===== config.mk =====
export PLATFORM = sky130hd
export DESIGN_NAME = int_ctrl
export DESIGN_NICKNAME = d
export VERILOG_FILES = /design/src/rtl/int_ctrl.sv
export SDC_FILE = /design/constraint.sdc
export NUM_CORES = 1
export LEC_CHECK = 0
export ABC_AREA = 1
export BUFFER_PORTS_ARGS = -buffer_cell sky130_fd_sc_hd__buf_2
export CAP_MARGIN = 20
export CELL_PAD_IN_SITES_DETAIL_PLACEMENT = 0
export CELL_PAD_IN_SITES_GLOBAL_PLACEMENT = 1
export CORE_MARGIN = 2
export CORE_UTILIZATION = 30
export CTS_CLUSTER_SIZE = 40
export DETAILED_ROUTE_END_ITERATION = 8
export PLACE_DENSITY_LB_ADDON = 0.1
export SLEW_MARGIN = 10
export SYNTH_ARGS = -nofsm -noshare
export SYNTH_HDL_FRONTEND = slang
export SYNTH_SLANG_ARGS = --single-unit

===== constraint.sdc =====
create_clock -name clk -period 1.26 [get_ports clk]
set_input_delay 0.126 -clock clk [delete_from_list [all_inputs] [get_ports clk]]
set_output_delay 0.126 -clock clk [all_outputs]
set_load 0.03 [all_outputs]

===== src/rtl/int_ctrl.sv =====
// Interrupt controller: NUM_SRC synchronised level/edge sources, masking, fixed
// priority, optional nesting and an ack/EOI handshake toward a single-IRQ CPU.
module int_ctrl #(
  parameter int unsigned NUM_SRC    = 8,
  parameter logic [31:0] EDGE_MASK  = 32'h0,
  parameter int unsigned CAUSE_BASE = 16
) (
  input  logic               clk,
  input  logic               rst,
  input  logic [NUM_SRC-1:0] irq,
  output logic               int_req,
  output logic [31:0]        int_num,
  input  logic               int_ack,
  input  logic               eoi,
  input  logic               cfg_we,
  input  logic [1:0]         cfg_addr,
  input  logic [31:0]        cfg_wdata,
  output logic [31:0]        cfg_rdata
);

  localparam int unsigned IDX_W = (NUM_SRC > 1) ? $clog2(NUM_SRC) : 1;
  localparam logic [NUM_SRC-1:0] EDGE_BITS = EDGE_MASK[NUM_SRC-1:0];

  typedef enum logic {
    S_IDLE,
    S_REQ
  } state_e;

  state_e             state_q, state_d;
  logic [NUM_SRC-1:0] sync1_q, sync1_d;
  logic [NUM_SRC-1:0] sync2_q, sync2_d;
  logic [NUM_SRC-1:0] prev_q, prev_d;
  logic [NUM_SRC-1:0] pending_q, pending_d;
  logic [NUM_SRC-1:0] mask_q, mask_d;
  logic [NUM_SRC-1:0] isr_q, isr_d;
  logic [1:0]         ctrl_q, ctrl_d;
  logic               int_req_q, int_req_d;
  logic [31:0]        int_num_q, int_num_d;
  logic [IDX_W-1:0]   idx_q, idx_d;

  logic [NUM_SRC-1:0] edge_set, level_set, ack_clr, w1c_clr, clr_all;
  logic [NUM_SRC-1:0] isr_low, allowed, cand_vec;
  logic               cand_valid, ack_fire;
  logic [IDX_W-1:0]   cand_idx;
  logic               cfg_wdata_unused;

  // Upper write-data bits beyond NUM_SRC have no storage behind them.
  assign cfg_wdata_unused = ^cfg_wdata;

  always_ff @(posedge clk or negedge rst) begin
    if (!rst) begin
      state_q <= S_IDLE;
    end else begin
      state_q <= state_d;
    end
  end

  always_ff @(posedge clk or negedge rst) begin
    if (!rst) begin
      sync1_q   <= '0;
      sync2_q   <= '0;
      prev_q    <= '0;
      pending_q <= '0;
      mask_q    <= '0;
      isr_q     <= '0;
      ctrl_q    <= '0;
      int_req_q <= 1'b0;
      int_num_q <= '0;
      idx_q     <= '0;
    end else begin
      sync1_q   <= sync1_d;
      sync2_q   <= sync2_d;
      prev_q    <= prev_d;
      pending_q <= pending_d;
      mask_q    <= mask_d;
      isr_q     <= isr_d;
      ctrl_q    <= ctrl_d;
      int_req_q <= int_req_d;
      int_num_q <= int_num_d;
      idx_q     <= idx_d;
    end
  end

  always_comb begin
    state_d   = state_q;
    sync1_d   = irq;
    sync2_d   = sync1_q;
    prev_d    = sync2_q;
    mask_d    = mask_q;
    ctrl_d    = ctrl_q;
    int_req_d = int_req_q;
    int_num_d = int_num_q;
    idx_d     = idx_q;
    cand_idx  = '0;

    ack_fire  = int_ack && (state_q == S_REQ);
    ack_clr   = ack_fire ? (NUM_SRC'(1) << idx_q) : '0;
    w1c_clr   = (cfg_we && (cfg_addr == 2'd1)) ? cfg_wdata[NUM_SRC-1:0] : '0;
    clr_all   = ack_clr | w1c_clr;
    edge_set  = sync2_q & ~prev_q & EDGE_BITS;
    level_set = sync2_q & ~EDGE_BITS;

    // An edge is never lost to a same-cycle clear; a still-high level re-pends next cycle.
    pending_d = (pending_q & ~clr_all) | edge_set | (level_set & ~clr_all);

    // EOI retires the highest-priority in-service source before a same-cycle ack lands.
    isr_low = isr_q & (~isr_q + NUM_SRC'(1));
    isr_d   = (eoi ? (isr_q & ~isr_low) : isr_q) | ack_clr;

    if (cfg_we && (cfg_addr == 2'd0)) mask_d = cfg_wdata[NUM_SRC-1:0];
    if (cfg_we && (cfg_addr == 2'd3)) ctrl_d = cfg_wdata[1:0];

    if (isr_q == '0) allowed = '1;
    else if (ctrl_q[1]) allowed = isr_low - NUM_SRC'(1);
    else allowed = '0;

    cand_vec   = pending_q & mask_q & allowed & {NUM_SRC{ctrl_q[0]}};
    cand_valid = |cand_vec;
    for (int i = NUM_SRC - 1; i >= 0; i--) begin
      if (cand_vec[i]) cand_idx = IDX_W'(i);
    end

    case (state_q)
      S_IDLE: begin
        if (cand_valid) begin
          state_d   = S_REQ;
          int_req_d = 1'b1;
          int_num_d = 32'(CAUSE_BASE) + 32'(cand_idx);
          idx_d     = cand_idx;
        end
      end
      S_REQ: begin
        if (int_ack) begin
          state_d   = S_IDLE;
          int_req_d = 1'b0;
        end
      end
      default: state_d = S_IDLE;
    endcase
  end

  always_comb begin
    case (cfg_addr)
      2'd0:    cfg_rdata = 32'(mask_q);
      2'd1:    cfg_rdata = 32'(pending_q);
      2'd2:    cfg_rdata = 32'(isr_q);
      default: cfg_rdata = 32'(ctrl_q);
    endcase
  end

  assign int_req = int_req_q;
  assign int_num = int_num_q;

endmodule

==> results of run 1 <==
## power groups by stage
stage	clock network [W]	registers [W]	logic, W
after floorplan	0	0.00213	0.00172
after global placement	0	0.00207	0.00254
after detailed placement	0	0.00207	0.00254
after CTS	0.00123	0.00206	0.00274
after global routing	0.00129	0.00212	0.00357
final	0.00120	0.00207	0.00323
## per-layer routing
layer  global-route usage  share of wire  wire [um]  vias to the layer above
li1                     -              -          -                     1049
met5                    0              0          0                        -
met2                0.220           0.47       3010                       55
met1                0.201           0.49       3120                     1011
met3               0.0253          0.035        226                        5
met4               0.0325         0.0077         49                        0
## repair_timing
item                                    4_1_cts  5_1_grt
cloned                                        1        0
setup buffers                                 4       10
pin swaps                                     4        8
endpoints found under the setup margin       13       20
endpoints found under the hold margin        23        0
gates resized for setup                      28       44
hold buffers                                  9        0
## worst max-delay path, delay by kind of cell (launching register included)
| kind | cells | cell delay (ps) |
|---|---|---|
| AND/OR/NAND/NOR | 12 | 950 |
| flip-flops | 1 | 430 |
| buffers and inverters | 1 | 70 |
## cell families after synthesis
kind of cell,after synthesis
DFF,48
other,1
muxes,6
AOI/OAI and AO/OA,38
and+or+nand+nor,131
buffers and inverters,85
## metrics by stage
step / instances / setup slack, ps / hold WS (ps)
after detailed placement: 477 / -240 / 106
after global routing: 503 / -368 / 8.05
after global placement: 477 / -223 / 107
after floorplan: 360 / -90.3 / -170
final: 503 / -265 / 8.44
after CTS: 497 / -229 / 2.99
## state kept, by name, summed over array words and instances, names as in the netlist
signal	cells
ctrl_q	2
idx_q	2
int_num	2
int_req	1
isr_q	8
level_set	8
mask_q	8
pending_q	8
state_q	1
sync1_q	8
## synthesized netlist by cell type
cell / n
nand2_1: 78
buf_4: 52
dfrtp_1: 48
inv_1: 28
nor2_1: 20
o21ai_0: 20
nand3_1: 9
a31oi_1: 7
nand2_2: 7
mux2_2: 6
nor2_2: 5
nand4_1: 4
o211ai_1: 4
o21ai_1: 3
a21oi_1: 2
clkbuf_1: 2
inv_2: 2
nand2_4: 2
nor2_4: 2
nor3_1: 2
a221oi_1: 1
buf_2: 1
conb_1: 1
nand2b_1: 1
nor4_1: 1
o21ai_2: 1
## area by class of cell
| type | count | area, sq um |
|---|---|---|
| inverter | 30 | 113 |
| fill | 875 | 4860 |
| timing repair buffer | 84 | 659 |
| tap | 105 | 131 |
| sequential | 48 | 1210 |
| clock inverter | 2 | 38.8 |
| clock buffer | 6 | 82.6 |
| multi-input combinational | 228 | 1210 |
## path summary, 6_finish.rpt
check	startpoint	endpoint	slack [ps]	cells past startpoint
max	isr_q[0]	idx_q[0]	-260	13
min	cfg_wdata[5]	pending_q[5]	8	2
max reg2reg	isr_q[0]	idx_q[0]	-260	13
min reg2reg	sync1_q[6]	level_set[6]	360	0
max in group asynchronous	rst	ctrl_q[0]	500	3
min in group asynchronous	rst	pending_q[0]	300	2
==> metrics.txt, run 1 <==
share of cells above drive strength 1=0.354; Max IR drop VDD=791 uV; crit path kind=reg2reg; Cell Int Power=0.00379 W; Crit Path Max Fanout=6; CTS tree=built; setup violators final=16; first-pass GRT wire length=10.5 mm; DRT iter0 DRCs=52; Synth Area in Adders=0; Post-Synth XOR/XNOR Area=0; clk root buf=clkbuf_8; DIE WIDTH=96.8 um; design area=0.00344 sq mm; Hold Path Class=in2reg; most common cell after layout, fill and taps aside=nand2_1; Setup crit start kind=flip-flop; Clock Path Buffers=2; Clk Latency, worst-skew pair=300 ps; via total after detailed routing=2120; Comb pwr share=0.497; total wire length=6.41 mm; DRC viols=0; n_diodes=0; post-synthesis sequential area ratio=0.465; post-synthesis simple-gate area fraction=0.225; largest net degree at the start of global routing=19; Seq pwr share=0.319; IO Port Bufs=35; DR vias/cell=4.21; max cap viols=0; most frequent cell on the critical path=nand2_4; skew final=7.17 ps; largest family of logic cells by synthesized area=simple AND/OR/NAND/NOR gates; mux contribution to synthesized area=0.0261; P_sw=0.00271 W; GRT Overall Usage=0.140; Yosys top cell area share=0.465; total power draw=0.00650 W; fin util=0.414; commonest non-fill, non-tap cells in the layout=nand2_1 (63), conb_1 (52), dfrtp_1 (43), buf_4 (33), inv_1 (28); Area after DPL=0.00295 sq mm; clock slew at reported path FFs=100 ps; core area=0.00830 sq mm; Final nets=444; vias in the first global route=2030; critical path's largest stage delay=430 ps; Max Slew Vio Count=0; Tcrit/Tclk final=1.21; synth-to-layout area growth=33.0%; post-route ant nets=0; pwr/cell area=1890 mW/mm^2; FMAX=656 MHz; GR Overflow Total=0; Detail Placement HPWL=5.02 mm; CP Capture Type=flip-flop; min setup slack post-route=-265 ps; Sw Share=0.417; DIE AREA=0.00938 sq mm; CTS H-tree lvls=2; Post-Route Setup TNS=-1910 ps; CTS buffer count=5; Synth Register Bits=48; Netlist Area Pre-Place=0.00258 sq mm; crit path DAT=1770 ps; P_leak=1.80 nW; RSZ-0062 raised after global routing=yes; cell row count=33; routed length per instance=12.7 um; Sink Count=48; drt first pass iters=4; Synth warnings=0; clock power share=0.184; placer congestion estimate=0.820; Syn Area/Cell=8.37 sq um; outcome=complete, but fails checks; final hold vios=0; cell count after synthesis=309; top cells by area, synth=dfrtp_1 (46%), buf_4 (15%), nand2_1 (11%); Starting Density=0.311; I/O pins=112; initial antenna violation count=0; Synth cell types=26; Worst Path Required=1500 ps; leading area contributor after synthesis=dfrtp_1; die height=96.8 um; compound-gate portion of the synthesized area=0.0837; min cycle time layout=1520 ps; failing checks=setup timing; Cell Chain, Critical Path=nor2_4 > nand2_4 > inv_2 > nand2_4 > nand2_2 > nand2_2 > nand2_2 > nor2_4 > nand2_4 > nand2_4 > nor2_1 > nand2_1 > nand2_1; Max stage delay cell, worst path=dfrtp_1
(Power assumes the default switching activity.)
==> inputs of run 2 (changes only) <==
--- a/config.mk
+++ b/config.mk
@@ -11,7 +11,7 @@
 export CELL_PAD_IN_SITES_DETAIL_PLACEMENT = 0
 export CELL_PAD_IN_SITES_GLOBAL_PLACEMENT = 1
 export CORE_MARGIN = 2
-export CORE_UTILIZATION = 30
+export CORE_UTILIZATION = 34
 export CTS_CLUSTER_SIZE = 40
 export DETAILED_ROUTE_END_ITERATION = 8
 export PLACE_DENSITY_LB_ADDON = 0.1
==> constraint.sdc (replaced) <==
create_clock -name clk -period 1.7 [get_ports clk]
set_input_delay 0.17 -clock clk [delete_from_list [all_inputs] [get_ports clk]]
set_output_delay 0.17 -clock clk [all_outputs]
set_load 0.03 [all_outputs]
==> run 2 against run 1 <==
Compared with the run above:
- highest routed layer unchanged
- non-clock buffer count shrank 27
- largest power group unchanged
- sequential share of layout area rose by 5.6 points
- final cell count fell by 7.0%
- register-to-register slack gained 460 ps
- the flow now finishes without violations
- die area fell by 11%
- count of clock-buffer cells in the layout unchanged
- final area down 14%
- worst hold slack improved by 48 ps
- sequential cell count stayed put
==> metrics.txt, run 2 (synthesis results as in run 1) <==
share of cells above drive strength 1=0.230; clock power share=0.184; CP Capture Type=output port; DR vias/cell=4.20; Slew headroom=0.586; RSZ-0062 raised after global routing=no; Sink Count=48; IO Port Bufs=35; crit path kind=reg2out; total wire length=5.76 mm; Starting Density=0.354; Sw Share=0.435; CTS tree=built; core area=0.00729 sq mm; largest net degree at the start of global routing=49; Tcrit/Tclk final=0.944; Comb pwr share=0.425; DIE WIDTH=91.2 um; fin cells=468; via total after detailed routing=1966; Post-Route Setup TNS=0 ps; Max stage delay cell, worst path=dfrtp_1; Final nets=416; placer congestion estimate=0.852; crit path buf inv count=2; setup violators final=0; Setup crit start kind=flip-flop; Clock Path Buffers=2; critical path's largest stage delay=420 ps; Seq pwr share=0.391; clk root buf=clkbuf_8; Seq. cell area=0.00121 sq mm; Clk Latency, worst-skew pair=310 ps; drt first pass iters=4; fill count=800; skew final=10.9 ps; most common cell after layout, fill and taps aside=nand2_1; CTS buffer count=5; crit path DAT=1440 ps; pwr/cell area=1320 mW/mm^2; CTS H-tree lvls=2; DIE AREA=0.00832 sq mm; DRC viols=0; most frequent cell on the critical path=buf_4; cell row count=31; commonest non-fill, non-tap cells in the layout=nand2_1 (78), conb_1 (52), dfrtp_1 (44), buf_2 (34), inv_1 (28); initial antenna violation count=0; P_sw=0.00170 W; Post-Place Cells=452; Detail Placement HPWL=4.47 mm; FMAX=623 MHz; Worst-Margin Slew=621 ps; Worst Path Required=1530 ps; DRT iter0 DRCs=95; post-route ant nets=0; GR Overflow Total=0; final hold vios=0; Cell Int Power=0.00220 W; clock slew at reported path FFs=90 ps; P_leak=1.57 nW; Hold Path Class=in2reg; Crit Path Max Fanout=4; GRT Overall Usage=0.147; first-pass GRT wire length=9.38 mm; n_diodes=0; min cycle time layout=1610 ps; routed length per instance=12.3 um; Max Slew Vio Count=0; area taken by multi-input logic gates=0.00106 sq mm; max cap viols=0; vias in the first global route=1866; outcome=complete, no violations; Cell Chain, Critical Path=buf_4 > a221oi_1 > o21ai_1 > buf_4; die height=91.2 um; Max IR drop VDD=476 uV; I/O pins=112; synth-to-layout area growth=14.6%; delay-heaviest family, CP=flip-flops
-- run 2: cell types whose count changed in the layout (fill, tap and decap cells not counted), moves of 5 or more --
cell	previous run	this run
nand2_2	18	7
buf_6	13	0
nand2_4	7	2
buf_2	27	34
buf_4	33	14
nand2_1	63	78
-- run 2: what timing repair did --
item                                   4_1_cts  5_1_grt
hold buffers                                 9        0
resized for setup                            0        8
endpoints found under the hold margin       56        0
setup buffers                                0        0
setup endpoints to repair                    0        2
-- run 2: final timing paths --
path / from / endpoint / slack, ps / cells after the start
setup / recovery: isr_q[0] / cfg_rdata[0] / 90 / 4
hold / removal: cfg_wdata[3] / pending_q[3] / 60 / 2
setup reg to reg: isr_q[4] / idx_q[0] / 200 / 13
hold reg to reg: sync1_q[5] / level_set[5] / 350 / 0
max in group asynchronous: rst / ctrl_q[0] / 730 / 3
min in group asynchronous: rst / mask_q[1] / 510 / 3
-- run 2: power groups by stage --
stage / clock network, W / registers (W) / logic, W
after floorplan: 0 / 0.00158 / 0.00128
after global placement: 0 / 0.00154 / 0.00164
after detailed placement: 0 / 0.00155 / 0.00164
after CTS: 0.000754 / 0.00152 / 0.00166
after global routing: 0.000793 / 0.00156 / 0.00186
final: 0.000719 / 0.00152 / 0.00166
-- run 2: per-layer routing --
metal,global-route usage,wire [um],vias up
met4,0.0543,118,0
met3,0.0299,282,9
met5,0,0,-
li1,-,-,991
met1,0.199,2710,904
met2,0.234,2650,62
-- run 2: per-stage QoR --
stage	hold slack (ps)	setup WS [ps]	utilization	cell area [sq um]	power, W
6_report	56.5	95.0	0.406	2960	0.00390
3_3_place_gp	278	169	0.380	2770	0.00318
2_1_floorplan	-126	321	-	2780	0.00286
4_1_cts	44.6	42.4	0.405	2950	0.00394
5_1_grt	49.2	1.02	0.406	2960	0.00422
3_5_place_dp	279	177	0.380	2770	0.00319
-- run 2: cell type report --
| type | instances | area share |
|---|---|---|
| flip-flops and latches | 48 | 0.407 |
| multi-input cells | 227 | 0.359 |
| repair buffers | 57 | 0.123 |
| well taps | 99 | 0.0418 |
| inverters | 30 | 0.0380 |
| clock buffers | 6 | 0.0279 |
| clock inverters | 1 | 0.00296 |
==> inputs of run 3 (changes only) <==
--- a/config.mk
+++ b/config.mk
@@ -14,6 +14,7 @@
 export CORE_UTILIZATION = 34
 export CTS_CLUSTER_SIZE = 40
 export DETAILED_ROUTE_END_ITERATION = 8
+export GPL_TIMING_DRIVEN = 0
 export PLACE_DENSITY_LB_ADDON = 0.1
 export SLEW_MARGIN = 10
 export SYNTH_ARGS = -nofsm -noshare
==> run 3 against run 2 <==
Compared with the run above:
- final cell count up 9.2%
- routed wire length down 0.61%
- via count grew 5.0%
- clock skew fell by 4.6 ps
- sequential share of layout area fell by 4.5 points
- critical path type is now in2out
==> metrics.txt, run 3 (synthesis results as in run 1) <==
Setup crit start kind=input pin; first-pass GRT wire length=9.29 mm; post-route ant nets=0; clock slew at reported path FFs=90 ps; die height=91.2 um; crit path DAT=1420 ps; min cycle time layout=1590 ps; Sw Share=0.415; most frequent cell on the critical path=buf_2; clock power share=0.211; most common cell after layout, fill and taps aside=nand2_1; total power draw=0.00416 W; initial antenna violation count=0; IO Port Bufs=34; Slew headroom=0.505; largest net degree at the start of global routing=49; Worst Path Required=1530 ps; share of cells above drive strength 1=0.306; commonest non-fill, non-tap cells in the layout=nand2_1 (78), buf_4 (53), conb_1 (52), dfrtp_1 (47), buf_2 (35); Final nets=458; Seq pwr share=0.364; reg2reg setup slack=150 ps; total wire length=5.72 mm; Sink Count=48; CTS tree=built; drt first pass iters=4; placer congestion estimate=0.803; DR vias/cell=4.04; CTS buffer count=5; n_diodes=0; clk root buf=clkbuf_8; pwr/cell area=1260 mW/mm^2; Hold Path End=pending_q[4]; P_leak=1.82 nW; final hold vios=0; Max stage delay cell, worst path=nor2_1; Cell Int Power=0.00244 W; DIE AREA=0.00832 sq mm; Hold Path Origin=cfg_wdata[4]; P_sw=0.00173 W; Final Hold Slack=52.3 ps; Max Slew Vio Count=0; Starting Density=0.354; FMAX=631 MHz; fill count=787; Max IR drop VDD=437 uV; Clock Path Buffers=2; Tcrit/Tclk final=0.933; Crit Path Max Fanout=8; Reg2Reg Depth=13; synth-to-layout area growth=28.3%; CTS H-tree lvls=2; Area after DPL=0.00307 sq mm; Comb pwr share=0.425; GR Overflow Total=0; skew final=6.31 ps; design area=0.00332 sq mm; DRT iter0 DRCs=56; delay-heaviest family, CP=simple AND/OR/NAND/NOR gates; CP Capture Type=output port; Detail Placement HPWL=4.33 mm; Post-Place Cells=493; GRT Overall Usage=0.142; Cell Chain, Critical Path=buf_2 > inv_1 > nor2_1 > a221oi_1 > o21ai_0 > buf_2; setup violators final=0; Hold Path Class=in2reg; Worst-Margin Slew=740 ps; Worst R2R End=idx_q[0]; I/O pins=112; DIE WIDTH=91.2 um; critical path's largest stage delay=560 ps; Clk Latency, worst-skew pair=300 ps; fin util=0.455; outcome=complete, no violations; crit path kind=in2out; via total after detailed routing=2064; core area=0.00729 sq mm; max cap viols=0; cell row count=31; vias in the first global route=1900; crit path buf inv count=3; worst r2r src=isr_q[0]; Min-Delay Path Depth=2; RSZ-0062 raised after global routing=yes; fin cells=511; routed length per instance=11.2 um; DRC viols=0
[run 3: changes by cell type in the layout (fill, tap and decap cells not counted)]
cell | previous run | this run
nor2_1 | 19 | 18
buf_4 | 14 | 53
dfrtp_2 | 4 | 1
o21ai_2 | 1 | 2
nor2_2 | 6 | 7
dfrtp_1 | 44 | 47
o21ai_1 | 4 | 2
o21ai_0 | 19 | 20
bufinv_16 | 0 | 1
buf_2 | 34 | 35
clkbuf_1 | 0 | 1
buf_12 | 0 | 1
[run 3: per-layer routing]
| metal | up-vias | wire length (um) | GRT usage | share of wire |
|---|---|---|---|---|
| li1 | 1080 | - | - | - |
| met2 | 55 | 2750 | 0.243 | 0.48 |
| met3 | 6 | 256 | 0.0266 | 0.045 |
| met5 | - | 0 | 0 | 0 |
| met1 | 923 | 2650 | 0.187 | 0.46 |
| met4 | 0 | 62 | 0.0341 | 0.011 |
[run 3: worst max path at each step]
stage | startpoint | end | slack, ps | depth (start not counted)
2_1_floorplan | ctrl_q[0] | cfg_rdata[0] | 320 | 3
3_3_place_gp | cfg_addr[1] | cfg_rdata[1] | -30 | 8
3_5_place_dp | cfg_addr[1] | cfg_rdata[2] | -30 | 8
4_1_cts | cfg_addr[1] | cfg_rdata[2] | 110 | 7
5_1_grt | cfg_addr[1] | cfg_rdata[0] | 2 | 6
6_report | cfg_addr[1] | cfg_rdata[0] | 110 | 6
[run 3: power groups by stage]
stage                     clock (W)  combinational, W  sequential (W)
after floorplan                   0           0.00128         0.00158
after global placement            0           0.00169         0.00153
after detailed placement          0           0.00170         0.00154
after CTS                  0.000907           0.00172         0.00151
after global routing       0.000952           0.00198         0.00155
final                      0.000877           0.00177         0.00152
[run 3: area by class of cell]
cell class / instances / area, sq um / area share
inverter: 30 / 113 / 0.0340
sequential: 48 / 1200 / 0.363
tap: 99 / 124 / 0.0374
clock inverter: 2 / 38.8 / 0.0117
clock buffer: 6 / 82.6 / 0.0249
multi-input combinational: 227 / 1070 / 0.322
timing repair buffer: 45 / 288 / 0.0868
buffer: 54 / 399 / 0.120
[run 3: worst register-to-register path, cell delays in order (launching register included)]
cell     delay (ps)
dfrtp_2         460
nor2_4          200
nand2_4         100
inv_2            60
nand2_2          60
nand2_1          80
nand2_2          70
nand2_1          90
nor2_2           50
nand2_2          70
nand2_4          80
nor2_2           90
nand2_1          50
nand2_1          50
[run 3: stage by stage]
step | TNS (ps) | setup slack (ps)
5_1_grt | 0 | 1.80
3_3_place_gp | -64.1 | -26.6
3_5_place_dp | -101 | -32.7
2_1_floorplan | 0 | 321
4_1_cts | 0 | 111
6_report | 0 | 114
[run 3: timing repair]
action,in CTS,in global routing
hold buffers,8,1
cloned,0,0
endpoints found under the hold margin,8,11
pin swaps,0,2
resized for setup,0,4
endpoints found under the setup margin,3,2
setup buffers,0,1
